<file path="config.mk">
export PLATFORM = sky130hd
export DESIGN_NAME = writeback_stage
export DESIGN_NICKNAME = d
export VERILOG_FILES = /design/src/rtl/writeback_stage.sv
export SDC_FILE = /design/constraint.sdc
export NUM_CORES = 1
export LEC_CHECK = 0
export CORE_ASPECT_RATIO = 1.5
export CORE_MARGIN = 1.5
export CORE_UTILIZATION = 55
export DETAILED_ROUTE_END_ITERATION = 10
export DONT_BUFFER_PORTS = 1
export GPL_TIMING_DRIVEN = 0
export PLACE_DENSITY = 0.76
export SLEW_MARGIN = 10
export SYNTH_ARGS = -nofsm -noshare
export SYNTH_HDL_FRONTEND = slang
export SYNTH_SLANG_ARGS = --single-unit
</file>
<file path="constraint.sdc">
create_clock -name clk -period 1.5 [get_ports clk]
set_clock_uncertainty 0.1 [all_clocks]
set_input_delay 0.15 -clock clk [delete_from_list [all_inputs] [get_ports clk]]
set_output_delay 0.15 -clock clk [all_outputs]
set_load 0.1 [all_outputs]
</file>
<file path="src/rtl/writeback_stage.sv">
// writeback_stage: final pipeline stage. Accepts one retired instruction per
// handshake. It drives the register-file and data-memory write ports and holds
// the architectural flag register {zero,carry,ac,parity}. MUL/DIV results are
// written as two bytes into rd and rd+1 over two cycles. HALT stops the pipe
// until reset.
// Optional feature macro: WB_FWD_EN adds fwd_valid/fwd_rd/fwd_data bypass
// outputs that show the pending register write.
module writeback_stage #(
    parameter int DATA_W     = 8,
    parameter int REG_ADDR_W = 3,
    parameter int MEM_ADDR_W = 4
) (
    input  logic                  clk,
    input  logic                  reset,
    input  logic                  in_valid,
    output logic                  in_ready,
    input  logic [4:0]            opcode,
    input  logic [REG_ADDR_W-1:0] rd,
    input  logic [MEM_ADDR_W-1:0] mem_addr,
    input  logic [2*DATA_W-1:0]   result,
    input  logic                  zero_in,
    input  logic                  carry_in,
    input  logic                  ac_in,
    input  logic                  parity_in,
    output logic                  rf_we,
    output logic [REG_ADDR_W-1:0] rf_waddr,
    output logic [DATA_W-1:0]     rf_wdata,
    output logic                  mem_we,
    output logic [MEM_ADDR_W-1:0] mem_waddr,
    output logic [DATA_W-1:0]     mem_wdata,
    output logic [3:0]            flags,
    output logic                  wb_done,
    output logic                  halted
`ifdef WB_FWD_EN
    ,
    output logic                  fwd_valid,
    output logic [REG_ADDR_W-1:0] fwd_rd,
    output logic [DATA_W-1:0]     fwd_data
`endif
);

    typedef enum logic [1:0] {
        IDLE  = 2'd0,
        WR_LO = 2'd1,
        WR_HI = 2'd2,
        HALT  = 2'd3
    } state_t;

    localparam logic [4:0] OP_MUL   = 5'b00011;
    localparam logic [4:0] OP_DIV   = 5'b00100;
    localparam logic [4:0] OP_LOAD  = 5'b01011;
    localparam logic [4:0] OP_STORE = 5'b01100;
    localparam logic [4:0] OP_CMP   = 5'b11001;
    localparam logic [4:0] OP_HALT  = 5'b11111;

    // ALU/load class: one register write of the low result byte.
    function automatic logic is_rf_single(input logic [4:0] op);
        return (op <= 5'b00010) ||
               ((op >= 5'b00101) && (op <= 5'b01011)) ||
               ((op >= 5'b10000) && (op <= 5'b10101));
    endfunction

    function automatic logic is_muldiv(input logic [4:0] op);
        return (op == OP_MUL) || (op == OP_DIV);
    endfunction

    // Flags are architecturally updated by ALU ops (not load), MUL, DIV and compare.
    function automatic logic loads_flags(input logic [4:0] op);
        return (is_rf_single(op) && (op != OP_LOAD)) || is_muldiv(op) || (op == OP_CMP);
    endfunction

    state_t                  state_q, state_d;
    logic [4:0]              op_q, op_d;
    logic [REG_ADDR_W-1:0]   rd_q, rd_d;
    logic [MEM_ADDR_W-1:0]   addr_q, addr_d;
    logic [2*DATA_W-1:0]     res_q, res_d;
    logic                    rf_we_q, rf_we_d;
    logic [REG_ADDR_W-1:0]   rf_waddr_q, rf_waddr_d;
    logic [DATA_W-1:0]       rf_wdata_q, rf_wdata_d;
    logic                    mem_we_q, mem_we_d;
    logic [MEM_ADDR_W-1:0]   mem_waddr_q, mem_waddr_d;
    logic [DATA_W-1:0]       mem_wdata_q, mem_wdata_d;
    logic [3:0]              flags_q, flags_d;
    logic                    wb_done_q, wb_done_d;
    logic                    halted_q, halted_d;

    // Next-state, input latch and registered-output computation.
    always_comb begin
        state_d     = state_q;
        op_d        = op_q;
        rd_d        = rd_q;
        addr_d      = addr_q;
        res_d       = res_q;
        rf_we_d     = 1'b0;
        rf_waddr_d  = rf_waddr_q;
        rf_wdata_d  = rf_wdata_q;
        mem_we_d    = 1'b0;
        mem_waddr_d = mem_waddr_q;
        mem_wdata_d = mem_wdata_q;
        flags_d     = flags_q;
        wb_done_d   = 1'b0;
        halted_d    = halted_q;
        case (state_q)
            IDLE: begin
                if (in_valid) begin
                    op_d   = opcode;
                    rd_d   = rd;
                    addr_d = mem_addr;
                    res_d  = result;
                    if (loads_flags(opcode)) begin
                        flags_d = {zero_in, carry_in, ac_in, parity_in};
                    end else begin
                        flags_d = flags_q;
                    end
                    if (opcode == OP_HALT) begin
                        state_d   = HALT;
                        wb_done_d = 1'b1;
                    end else begin
                        state_d = WR_LO;
                        if (is_rf_single(opcode) || is_muldiv(opcode)) begin
                            rf_we_d    = 1'b1;
                            rf_waddr_d = rd;
                            rf_wdata_d = result[DATA_W-1:0];
                            // MUL/DIV retire only after the high byte.
                            wb_done_d  = !is_muldiv(opcode);
                        end else if (opcode == OP_STORE) begin
                            mem_we_d    = 1'b1;
                            mem_waddr_d = mem_addr;
                            mem_wdata_d = result[DATA_W-1:0];
                            wb_done_d   = 1'b1;
                        end else begin
                            wb_done_d = 1'b1;
                        end
                    end
                end else begin
                    state_d = IDLE;
                end
            end
            WR_LO: begin
                if (is_muldiv(op_q)) begin
                    state_d    = WR_HI;
                    rf_we_d    = 1'b1;
                    rf_waddr_d = rd_q + REG_ADDR_W'(1);
                    rf_wdata_d = res_q[2*DATA_W-1:DATA_W];
                    wb_done_d  = 1'b1;
                end else begin
                    state_d = IDLE;
                end
            end
            WR_HI: begin
                state_d = IDLE;
            end
            HALT: begin
                state_d  = HALT;
                halted_d = 1'b1;
            end
            default: begin
                state_d = IDLE;
            end
        endcase
    end

    // State, latch and output registers with synchronous active-low reset.
    always_ff @(posedge clk) begin
        if (!reset) begin
            state_q     <= IDLE;
            op_q        <= 5'b00000;
            rd_q        <= '0;
            addr_q      <= '0;
            res_q       <= '0;
            rf_we_q     <= 1'b0;
            rf_waddr_q  <= '0;
            rf_wdata_q  <= '0;
            mem_we_q    <= 1'b0;
            mem_waddr_q <= '0;
            mem_wdata_q <= '0;
            flags_q     <= 4'b0000;
            wb_done_q   <= 1'b0;
            halted_q    <= 1'b0;
        end else begin
            state_q     <= state_d;
            op_q        <= op_d;
            rd_q        <= rd_d;
            addr_q      <= addr_d;
            res_q       <= res_d;
            rf_we_q     <= rf_we_d;
            rf_waddr_q  <= rf_waddr_d;
            rf_wdata_q  <= rf_wdata_d;
            mem_we_q    <= mem_we_d;
            mem_waddr_q <= mem_waddr_d;
            mem_wdata_q <= mem_wdata_d;
            flags_q     <= flags_d;
            wb_done_q   <= wb_done_d;
            halted_q    <= halted_d;
        end
    end

    assign in_ready  = (state_q == IDLE);
    assign rf_we     = rf_we_q;
    assign rf_waddr  = rf_waddr_q;
    assign rf_wdata  = rf_wdata_q;
    assign mem_we    = mem_we_q;
    assign mem_waddr = mem_waddr_q;
    assign mem_wdata = mem_wdata_q;
    assign flags     = flags_q;
    assign wb_done   = wb_done_q;
    assign halted    = halted_q;

`ifdef WB_FWD_EN
    // Bypass view of the register write presented this cycle, taken from the latch.
    always_comb begin
        fwd_valid = 1'b0;
        fwd_rd    = '0;
        fwd_data  = '0;
        if ((state_q == WR_LO) && (is_rf_single(op_q) || is_muldiv(op_q))) begin
            fwd_valid = 1'b1;
            fwd_rd    = rd_q;
            fwd_data  = res_q[DATA_W-1:0];
        end else if (state_q == WR_HI) begin
            fwd_valid = 1'b1;
            fwd_rd    = rd_q + REG_ADDR_W'(1);
            fwd_data  = res_q[2*DATA_W-1:DATA_W];
        end else begin
            fwd_valid = 1'b0;
        end
    end
`endif

endmodule

</file>
== Word level (Yosys, flattened, before mapping) ==
Cells that the tools add are included.

* Register bits: 57
* Input bits: 35
* Output and inout bits: 32
* Logic and storage cells: 81

* Add/sub/neg operators: 1
* Order comparisons: 5
* Equal/unequal tests: 15
* Multiplexer cells: 24
* Bitwise logic cells: 5
* Reductions and logical operators: 18

{| class="wikitable"
|+ Operators with widths
! kind !! number
|-
| 2-to-1 mux 8 bit || 4
|-
| case mux 8 bit (2 select lines) || 1
|-
| 2-to-1 mux 3 bit || 4
|-
| == test 5 x 2 -> 1 bit, second input constant || 2
|-
| == test 5 x 3 -> 1 bit, second input constant || 2
|-
| == test 5 bit, second input constant || 2
|-
| AND reduction 5 bit || 2
|-
| 2-to-1 mux 1 bit || 8
|-
| case mux 2 bit (4 select lines) || 1
|-
| logical OR 1 bit || 7
|-
| 2-to-1 mux 2 bit || 3
|-
| != test 2 bit, second input constant || 3
|-
| case mux 3 bit (2 select lines) || 1
|-
| == test 5 x 4 -> 1 bit, second input constant || 1
|-
| >= comparator 5 x 3 -> 1 bit, second input constant || 1
|-
| >= comparator 5 bit, second input constant || 1
|-
| <= comparator 5 x 2 -> 1 bit, second input constant || 1
|-
| <= comparator 5 x 4 -> 1 bit, second input constant || 1
|-
| <= comparator 5 bit, second input constant || 1
|-
| != test 5 x 4 -> 1 bit, second input constant || 1
|-
| inverter 1 bit || 5
|-
| OR reduction 5 bit || 1
|-
| == test 2 bit, second input constant || 2
|-
| case mux 1 bit (2 select lines) || 2
|-
| 9 further kinds || 11
|}

== Longest topological paths before layout ==
Gate-level depths: netlist of the first run.

* Depth after elaboration: 9
* Depth in mapped cells: 6
* Depth with buffers taken out: 4

== Worst setup path after synthesis of the first run ==
No wires, ideal clock.

* Kind: reg2reg
* From: register state_q[0]
* To: register flags_q[1], in the netlist flags[1]
* Library setup time: 132 ps
* Data arrival time: 2491 ps
* Data required time: 1268 ps
* Path slack: -1224 ps
* Cell stages (with the launch flop): 7
* Buffers on the path: 2
* Clock period less this slack: 2724 ps
* Cells stage by stage: dfxtp_1 -> buf_6 -> nor2_1 -> nand2_1 -> clkbuf_1 -> o31ai_1 -> a21oi_1

* Cells in the longest elaborated chain, start to end: 2

{| class="wikitable"
|+ Ends and longest elaborated chain
! what !! RTL line !! source
|-
| from (decl) || 72 || <nowiki>state_t state_q, state_d;</nowiki>
|-
| from (signal assigned) || 181 || <nowiki>state_q <= state_d;</nowiki>
|-
| zero test 2 bit || -- ||
|-
| named net in_ready || 16 || <nowiki>output logic in_ready,</nowiki>
|-
| AND reduction 3 bit (no line) || -- ||
|-
| to (signal assigned) || 192 || <nowiki>flags_q <= flags_d;</nowiki>
|-
| to (decl) || 83 || <nowiki>logic [3:0] flags_q, flags_d;</nowiki>
|}

The timed path passes the listed nets, and every way through them passes these cells.
A chain may end at the register's enable or synchronous reset.

== Worst setup path in the final report of the first run ==
* From: register state_q[1]
* To: register flags_q[1], in the netlist flags[1]

Same word-level chain as after synthesis.

==> results of run 1 <==
cell families after synthesis:
| family | synth area share, % |
|---|---|
| AND/OR/NAND/NOR | 20.78 |
| flip-flops | 46.95 |
| AO/OA/AOI/OAI | 11.38 |
| multiplexers | 15.87 |
| buffers and inverters | 4.011 |
| XOR/XNOR | 0.4192 |
| adder cells (fa/ha/maj) | 0.5987 |
worst max-delay path: stages (launching register included):
cell	delay (ns)
dfxtp_4	0.36
nor2_4	0.55
nand2_4	0.14
buf_8	0.16
o31ai_2	0.17
a21oi_1	0.09
cells in the mapped netlist, drive strengths merged:
| library cell | number | share of area (%) |
|---|---|---|
| clkbuf | 10 | 1.8 |
| nor3 | 1 | 0.24 |
| dfxtp | 49 | 47 |
| o21ai | 4 | 0.96 |
| a31oi | 1 | 0.30 |
| ha | 1 | 0.60 |
| a21oi | 26 | 6.2 |
| mux2i | 23 | 11 |
| buf | 5 | 2.0 |
| nand2b | 4 | 1.2 |
| o31ai | 5 | 1.8 |
| and3 | 1 | 0.30 |
| o21a | 2 | 0.72 |
| mux2 | 9 | 4.9 |
| nand3 | 3 | 0.72 |
| nor3b | 3 | 1.6 |
| and3b | 1 | 0.42 |
| a211o | 1 | 0.42 |
| nand2 | 54 | 9.7 |
| nand4 | 5 | 1.8 |
| clkinv | 1 | 0.18 |
| nor2 | 17 | 3.1 |
| xor2 | 1 | 0.42 |
| o211ai | 2 | 0.96 |
| and2 | 3 | 0.90 |
| nor2b | 3 | 0.90 |
per-layer routing:
metal  vias up  part of all wire (%)  global-route usage [%]
li1        908                     -                       -
met1       908                    37                   31.40
met2        65                    56                   52.72
met3        13                   5.0                   6.084
met4         0                   2.3                   10.51
met5         -                     0                       0
report_power, final:
part	total (W)	switching (W)	internal [W]
Sequential	0.00165	0.000281	0.00137
Clock	0.000972	0.000428	0.000544
Combinational	0.000469	0.000229	0.000240
layout make-up:
| cell class | count | area share, % |
|---|---|---|
| flip-flops and latches | 49 | 34.78 |
| well taps | 43 | 1.824 |
| clock buffers | 7 | 2.926 |
| repair buffers | 46 | 16.24 |
| multi-input cells | 170 | 39.14 |
| inverters | 1 | 0.2545 |
| clock inverters | 1 | 1.018 |
| plain buffers | 14 | 3.817 |
worst max-delay path by stage:
| stage | cells after the start | from | slack (ns) | endpoint |
|---|---|---|---|---|
| after floorplan | 6 | state_q[0] | -0.22 | flags[1] |
| after CTS | 5 | state_q[1] | -0.18 | flags[2] |
| after detailed placement | 6 | state_q[0] | -0.34 | flags[3] |
| final | 5 | state_q[1] | -0.19 | flags[1] |
| after global placement | 6 | state_q[0] | -0.33 | flags[2] |
| after global routing | 5 | state_q[1] | -0.24 | flags[2] |
through the flow:
step | hold WS (ns) | instances | worst slack (ns) | utilization [%] | power [W]
after global placement | 0.1882 | 278 | -0.3345 | 59.40 | 0.001945
final | 0.004799 | 331 | -0.1920 | 80.86 | 0.003088
after global routing | 0.02544 | 331 | -0.2406 | 80.86 | 0.003186
after CTS | 0.006671 | 331 | -0.1824 | 78.84 | 0.003052
after floorplan | 0.1860 | 235 | -0.2190 | - | 0.001896
after detailed placement | 0.1921 | 278 | -0.3417 | 59.40 | 0.001951
sequential cells by signal (all words and copies together) (netlist names), 2 cells and up:
register	flops
op_q	5
mem_waddr	4
res_q	8
rf_waddr	3
rf_wdata	8
mem_wdata	8
flags	4
rd_q	3
state_q	2
what timing repair did:
| action | 4_1_cts | 5_1_grt |
|---|---|---|
| endpoints found under the setup margin | 70 | 49 |
| hold endpoints to repair | 37 | 0 |
| hold buffers | 31 | 0 |
| setup buffers | 13 | 1 |
| gates resized for setup | 61 | 30 |
| gates cloned | 2 | 0 |
| pin swaps | 27 | 3 |
==> flow_metrics.env, run 1 <==
export IMPL_io_pin_count=67
export IMPL_hp_start="opcode[4]"
export IMPL_rsz0062_at_grt="yes"
export IMPL_seqCellArea_um2=1026
export IMPL_critical_path_max_fanout=5
export IMPL_portBuffers=0
export IMPL_die_y_um=78.49
export IMPL_antenna_found_initial=0
export IMPL_n_fill_cell=214
export IMPL_grt_usage_pct=29.01
export IMPL_layout_drive_gt1_share_pct=37.85
export IMPL_endpoint_kind="register"
export IMPL_start_util_pct=57.27
export IMPL_dr_first_iter_drc_count=57
export IMPL_ff2ff_setup_slack_ns=-0.19
export IMPL_layout_commonest_cell="nand2_1"
export IMPL_numCtsBuffers=5
export IMPL_final_cell_mix="35 x nand2_1, 31 x dlygate4sd3_1, 30 x dfxtp_2"
export IMPL_wl_per_cell_um=17.29
export IMPL_fin_crit_ns=1.692
export IMPL_max_freq_mhz=591.0
export IMPL_fin_crit_sh_pct=112.8
export IMPL_drc=0
export IMPL_crit_type="reg2reg"
export IMPL_vias_per_cell=5.722
export IMPL_finalHoldViolCount=0
export IMPL_p_per_area_nw_per_um2=1047
export IMPL_hp_class="in2reg"
export IMPL_coreArea_um2=3649
export IMPL_dieArea_um2=4185
export IMPL_hold_depth=3
export IMPL_ys_ff_latch=49
export IMPL_gp_congestion=0.7282
export IMPL_clock_latency_ns=0.30
export IMPL_multi_input_area_um2=1155
export IMPL_hold_path_end="rf_we"
export IMPL_rr_worst_depth=5
export IMPL_final_area_um2=2950
export IMPL_tns_ns=-4.703
export IMPL_timing_final_ws_setup_ns=-0.1920
export IMPL_worst_pin_slew_ns=0.9890
export IMPL_drtAntennaViolNets=0
export IMPL_worstPathArrival_ns=1.78
export IMPL_ir_drop_mv=0.8287
export IMPL_violations="setup timing"
export IMPL_status="finished with violations"
export IMPL_placed_area_um2=2167
export IMPL_grt_pass1_vias=1913
export IMPL_required_ns=1.59
export IMPL_htreeDepth=2
export IMPL_postSynthCellCount=235
export IMPL_gr_total_overflow=0
export IMPL_r2r_start="state_q[1]"
export IMPL_cts_max_path_buffers=2
export IMPL_dp_hpwl_um=3169
export IMPL_synth_distinct_cells=32
export IMPL_start_kind="register"
export IMPL_path_clk_slew_ns=0.09
export IMPL_clock_root_buffer="clkbuf_8"
export IMPL_diodes=0
export IMPL_syn_area_um2=2090
export IMPL_p_leak_nw=1.263
export IMPL_grt_pass1_wl_um=8797
export IMPL_clock_sinks=49
export IMPL_area_growth_pct=41.20
export IMPL_firstDrtPassIters=4
export IMPL_yosys_warnings=0
export IMPL_nNetsFinal=323
export IMPL_core_rowCount=27
export IMPL_die_w_um=53.33
export IMPL_drv_slew=0
export IMPL_grt_max_degree=15
export IMPL_max_slew_margin_rel_pct=33.97
export IMPL_r2r_end="flags[1]"
export IMPL_num_vias=1894
export IMPL_setup_viol=46
export IMPL_synth_nets=271
export IMPL_ys_seq_area_share_pct=46.95
export IMPL_routed_wl_um=5722
export IMPL_cts_tree="yes"
export IMPL_maxCapViolCount=0
export IMPL_syn_avg_cell_area_um2=8.892
No activity file was read; power rests on OpenSTA's default activity.
==> run 2, diff against run 1 <==
Settings changed: CORE_MARGIN 1.5 to 3, CORE_UTILIZATION 55 to 35, HOLD_SLACK_MARGIN set to 0.1, PLACE_DENSITY 0.76 to 0.54.
==> run 2 against run 1 <==
Against the previous run:
- sequential power about the same
- combinational power grew 0.9%
- largest power group unchanged
- the run still ends with setup timing left
- non-clock buffer count increased by 1
- final cell count up 8.5%
- count of clock-buffer cells in the layout stayed put
- worst setup slack worse by 0.015 ns
==> flow_metrics.env, run 2 (synthesis gave the netlist of run 1 again) <==
export IMPL_p_leak_nw=1.296
export IMPL_diodes=0
export IMPL_wl_per_cell_um=16.14
export IMPL_crit_type="reg2reg"
export IMPL_use_met2_pct=33.60
export IMPL_fin_crit_sh_pct=113.8
export IMPL_critical_path_max_fanout=3
export IMPL_maxCapViolCount=0
export IMPL_path_clk_slew_ns=0.09
export IMPL_io_pin_count=67
export IMPL_cts_max_path_buffers=2
export IMPL_grt_usage_pct=17.24
export IMPL_layout_drive_gt1_share_pct=34.95
export IMPL_drv_slew=0
export IMPL_portBuffers=0
export IMPL_timing_final_ws_setup_ns=-0.2073
export IMPL_max_slew_margin_rel_pct=55.26
export IMPL_cts_tree="yes"
export IMPL_coreArea_um2=5615
export IMPL_dp_hpwl_um=3736
export IMPL_dp_cells=305
export IMPL_die_y_um=100.6
export IMPL_use_met3_pct=3.693
export IMPL_clock_sinks=49
export IMPL_status="finished with violations"
export IMPL_grt_pass1_vias=1897
export IMPL_worstPathArrival_ns=1.79
export IMPL_top_usage_layer="met2"
export IMPL_endpoint_kind="register"
export IMPL_htreeDepth=2
export IMPL_firstDrtPassIters=4
export IMPL_worst_pin_slew_ns=0.6696
export IMPL_finalHoldViolCount=0
export IMPL_antenna_found_initial=0
export IMPL_placed_area_um2=2201
export IMPL_start_kind="register"
export IMPL_grt_max_degree=15
export IMPL_drtAntennaViolNets=0
export IMPL_drc=0
export IMPL_gr_total_overflow=0
export IMPL_p_per_area_nw_per_um2=1024
export IMPL_final_cells=359
export IMPL_clock_latency_ns=0.30
export IMPL_die_w_um=69.09
export IMPL_routed_wl_um=5796
export IMPL_seqCellArea_um2=1028
export IMPL_start_util_pct=37.21
export IMPL_hp_class="in2reg"
export IMPL_dr_first_iter_drc_count=64
export IMPL_final_cell_mix="46 x nand2_1, 33 x dlygate4sd3_1, 32 x dfxtp_2"
export IMPL_max_freq_mhz=585.7
export IMPL_vias_per_cell=5.033
export IMPL_design_power_total_w=0.003100
export IMPL_fin_crit_ns=1.707
export IMPL_numCtsBuffers=5
export IMPL_core_rowCount=33
export IMPL_hold_ws_ns=0.1117
export IMPL_ff2ff_setup_slack_ns=-0.21
export IMPL_layout_commonest_cell="nand2_1"
export IMPL_gp_congestion=0.6902
export IMPL_n_fill_cell=564
export IMPL_violations="setup timing"
export IMPL_area_growth_pct=44.85
export IMPL_grt_pass1_wl_um=9501
export IMPL_num_vias=1807
export IMPL_clock_root_buffer="clkbuf_8"
export IMPL_dieArea_um2=6952
export IMPL_final_area_um2=3027
export IMPL_rsz0062_at_grt="yes"
export IMPL_ir_drop_mv=0.5111
export IMPL_use_met1_pct=18.53
export IMPL_nNetsFinal=324
export IMPL_setup_viol=43
export IMPL_required_ns=1.58
export IMPL_multi_input_area_um2=1194
[run 2: what timing repair did]
item / in CTS / in global routing
hold endpoints to repair: 46 / 2
setup buffers: 10 / 3
pin swaps: 23 / 13
hold buffers: 33 / 1
endpoints found under the setup margin: 76 / 48
resized for setup: 61 / 30
[run 2: path summary, 6_finish.rpt]
kind,from,to,cells past startpoint
setup / recovery,state_q[0],flags[0],5
hold / removal,opcode[1],state_q[1],3
hold reg to reg,res_q[13],res_q[13],2
setup reg to reg,state_q[0],flags[0],5
[run 2: cell type report]
type	instances	share of cell area, %
clock buffers	7	2.852
clock inverters	1	0.9921
flip-flops and latches	49	33.98
inverters	1	0.2480
repair buffers	47	15.75
multi-input cells	170	39.44
plain buffers	14	3.845
well taps	70	2.894
[run 2: power breakdown]
part	switching [W]	internal [W]
Clock	0.000435	0.000544
Combinational	0.000236	0.000237
Sequential	0.000282	0.00137
Total	0.000952	0.00215
[run 2: routing by layer]
metal  part of all wire [%]  wire length [um]
met1                     39              2253
met2                     56              3230
met3                    4.3               252
met4                    1.0                59
met5                      0                 0
[run 2: per-stage QoR]
step	util, %	setup slack, ns	TNS, ns
6_report	53.90	-0.2073	-3.657
5_1_grt	53.90	-0.2532	-6.402
4_1_cts	51.29	-0.2874	-7.393
3_5_place_dp	39.19	-0.3807	-8.911
3_3_place_gp	39.19	-0.3750	-8.562
2_1_floorplan	-	-0.2190	-2.065
[run 2: critical path, stage by stage, from the launching register on]
cell,delay [ns]
dfxtp_4,0.36
nor2_4,0.54
nand2_4,0.14
buf_4,0.18
o31ai_2,0.18
a21oi_1,0.10
==> run 3, diff against run 2 <==
Settings changed: PLACE_DENSITY 0.54 to unset, PLACE_DENSITY_LB_ADDON set to 0.3.
==> run 3 against run 2 <==
Against the previous run:
- the run still ends with setup timing left
- sequential share of layout area increased by 1.5 points
- worst hold slack gained 0.0097 ns
- utilization down 2.2 points
- count of clock-buffer cells in the layout increased by 1
- via count shrank 0.50%
- clock power shrank 24%
- critical path depth did not move
- flip-flop and latch count unchanged
- final cell count shrank 0.28%
- critical path type unchanged
- largest cell class unchanged
- largest power group unchanged
==> flow_metrics.env, run 3 (synthesis gave the netlist of run 1 again) <==
export IMPL_final_area_um2=2903
export IMPL_antenna_found_initial=0
export IMPL_die_y_um=100.6
export IMPL_p_per_area_nw_per_um2=981.5
export IMPL_maxCapViolCount=0
export IMPL_gp_congestion=0.7963
export IMPL_post_route_util_pct=51.69
export IMPL_hold_path_end="flags[2]"
export IMPL_htreeDepth=2
export IMPL_path_clk_slew_ns=0.09
export IMPL_timing_final_ws_setup_ns=-0.2380
export IMPL_io_pin_count=67
export IMPL_die_w_um=69.09
export IMPL_dp_hpwl_um=3723
export IMPL_status="finished with violations"
export IMPL_dieArea_um2=6952
export IMPL_slowest_delay_ns=0.56
export IMPL_routed_wl_um=5856
export IMPL_dr_wl_met3_um=276
export IMPL_layout_commonest_cell="nand2_1"
export IMPL_max_freq_mhz=575.4
export IMPL_clock_sinks=49
export IMPL_r2r_end="flags[3]"
export IMPL_wl_met2_um=3219
export IMPL_required_ns=1.59
export IMPL_crit_chain="nor2_4 -> nand2_4 -> buf_8 -> o31ai_4 -> a21oi_2"
export IMPL_drtAntennaViolNets=0
export IMPL_nNetsFinal=323
export IMPL_rr_worst_depth=5
export IMPL_fin_crit_sh_pct=115.9
export IMPL_top_layer="met4"
export IMPL_dr_first_iter_drc_count=43
export IMPL_cts_max_path_buffers=2
export IMPL_grt_max_degree=14
export IMPL_max_slew_margin_rel_pct=29.20
export IMPL_placed_area_um2=2201
export IMPL_area_growth_pct=38.92
export IMPL_p_leak_nw=1.247
export IMPL_fin_crit_ns=1.738
export IMPL_r2r_start="state_q[0]"
export IMPL_hp_start="opcode[4]"
export IMPL_worst_pin_slew_ns=1.061
export IMPL_coreArea_um2=5615
export IMPL_endpoint_kind="register"
export IMPL_grt_usage_pct=17.03
export IMPL_firstDrtPassIters=4
export IMPL_diodes=0
export IMPL_final_cells=358
export IMPL_finalHoldViolCount=0
export IMPL_cts_tree="yes"
export IMPL_ir_drop_mv=0.5781
export IMPL_drc=0
export IMPL_start_kind="register"
export IMPL_wl_per_cell_um=16.36
export IMPL_clock_latency_ns=0.30
export IMPL_gr_total_overflow=0
export IMPL_dp_cells=305
export IMPL_start_util_pct=37.21
export IMPL_clock_root_buffer="clkbuf_8"
export IMPL_critical_path_max_fanout=5
export IMPL_cpMaxStageDelayCell="nor2_4"
export IMPL_hold_depth=3
export IMPL_worstPathArrival_ns=1.83
export IMPL_grt_pass1_wl_um=9480
export IMPL_num_vias=1798
export IMPL_wl_met1_um=2285
export IMPL_vias_per_cell=5.022
export IMPL_crit_type="reg2reg"
export IMPL_violations="setup timing"
export IMPL_ff2ff_setup_slack_ns=-0.24
export IMPL_portBuffers=0
export IMPL_numCtsBuffers=5
export IMPL_hold_ws_ns=0.1213
export IMPL_drv_slew=0
export IMPL_core_rowCount=33
export IMPL_final_cell_mix="44 x nand2_1, 33 x dfxtp_2, 33 x dlygate4sd3_1"
export IMPL_layout_drive_gt1_share_pct=33.68
export IMPL_grt_pass1_vias=1876
export IMPL_rsz0062_at_grt="yes"
export IMPL_setup_viol=44
export IMPL_hp_class="in2reg"
[run 3: cell types whose count changed in the layout (fill, tap and decap cells not counted), moves of 3 or more]
cell and delta:
clkbuf_1 +3, nand2_4 -4, buf_6 +4, nand2_2 +6, buf_12 -3
[run 3: layout make-up]
class	count	area, um^2
flip-flops and latches	49	1030
fillers	551	2713
well taps	70	87.58
inverters	1	3.754
clock buffers	8	80.08
repair buffers	47	462.9
multi-input cells	170	1155
plain buffers	13	83.83
[run 3: how the worst max path moves through the flow]
stage / cells past startpoint / startpoint / slack [ns] / to
floorplan: 6 / state_q[0] / -0.22 / flags[1]
global placement: 6 / state_q[0] / -0.34 / flags[2]
detailed placement: 6 / state_q[0] / -0.37 / flags[2]
CTS: 5 / state_q[1] / -0.24 / flags[3]
global route: 5 / state_q[0] / -0.28 / flags[3]
finish: 5 / state_q[0] / -0.24 / flags[3]
[run 3: per-stage QoR]
| stage | setup TNS, ns | total power, W | worst slack [ns] |
|---|---|---|---|
| 2_1_floorplan | -2.065 | 0.001896 | -0.2190 |
| 3_3_place_gp | -7.315 | 0.001956 | -0.3394 |
| 3_5_place_dp | -8.144 | 0.001963 | -0.3716 |
| 4_1_cts | -5.109 | 0.002840 | -0.2438 |
| 5_1_grt | -8.357 | 0.002952 | -0.2810 |
| 6_report | -5.494 | 0.002849 | -0.2380 |
[run 3: repair_timing]
| action | in CTS | in global routing |
|---|---|---|
| buffers inserted | 10 | 2 |
| endpoints found under the hold margin | 46 | 1 |
| cloned | 2 | 0 |
| pin swaps | 17 | 8 |
| resized for setup | 54 | 27 |
| setup endpoints to repair | 73 | 49 |
| hold buffers | 33 | 1 |
[run 3: per-layer routing]
metal  vias up  GRT usage [%]
met2        48          33.24
met1       845          17.86
met5         -              0
met3         5          3.892
met4         0          5.113
li1        900              -
[run 3: power breakdown]
part	total, W	switching [W]	internal, W
registers	0.00165	0.000281	0.00137
clock network	0.000743	0.000411	0.000332
logic	0.000458	0.000233	0.000225
[run 3: critical path: cells and delay by family, from the launching register on]
family                 cells  cell delay, ns
AOI/OAI and AO/OA          2            0.27
DFF                        1            0.37
and+or+nand+nor            2            0.70
buffers and inverters      1            0.18
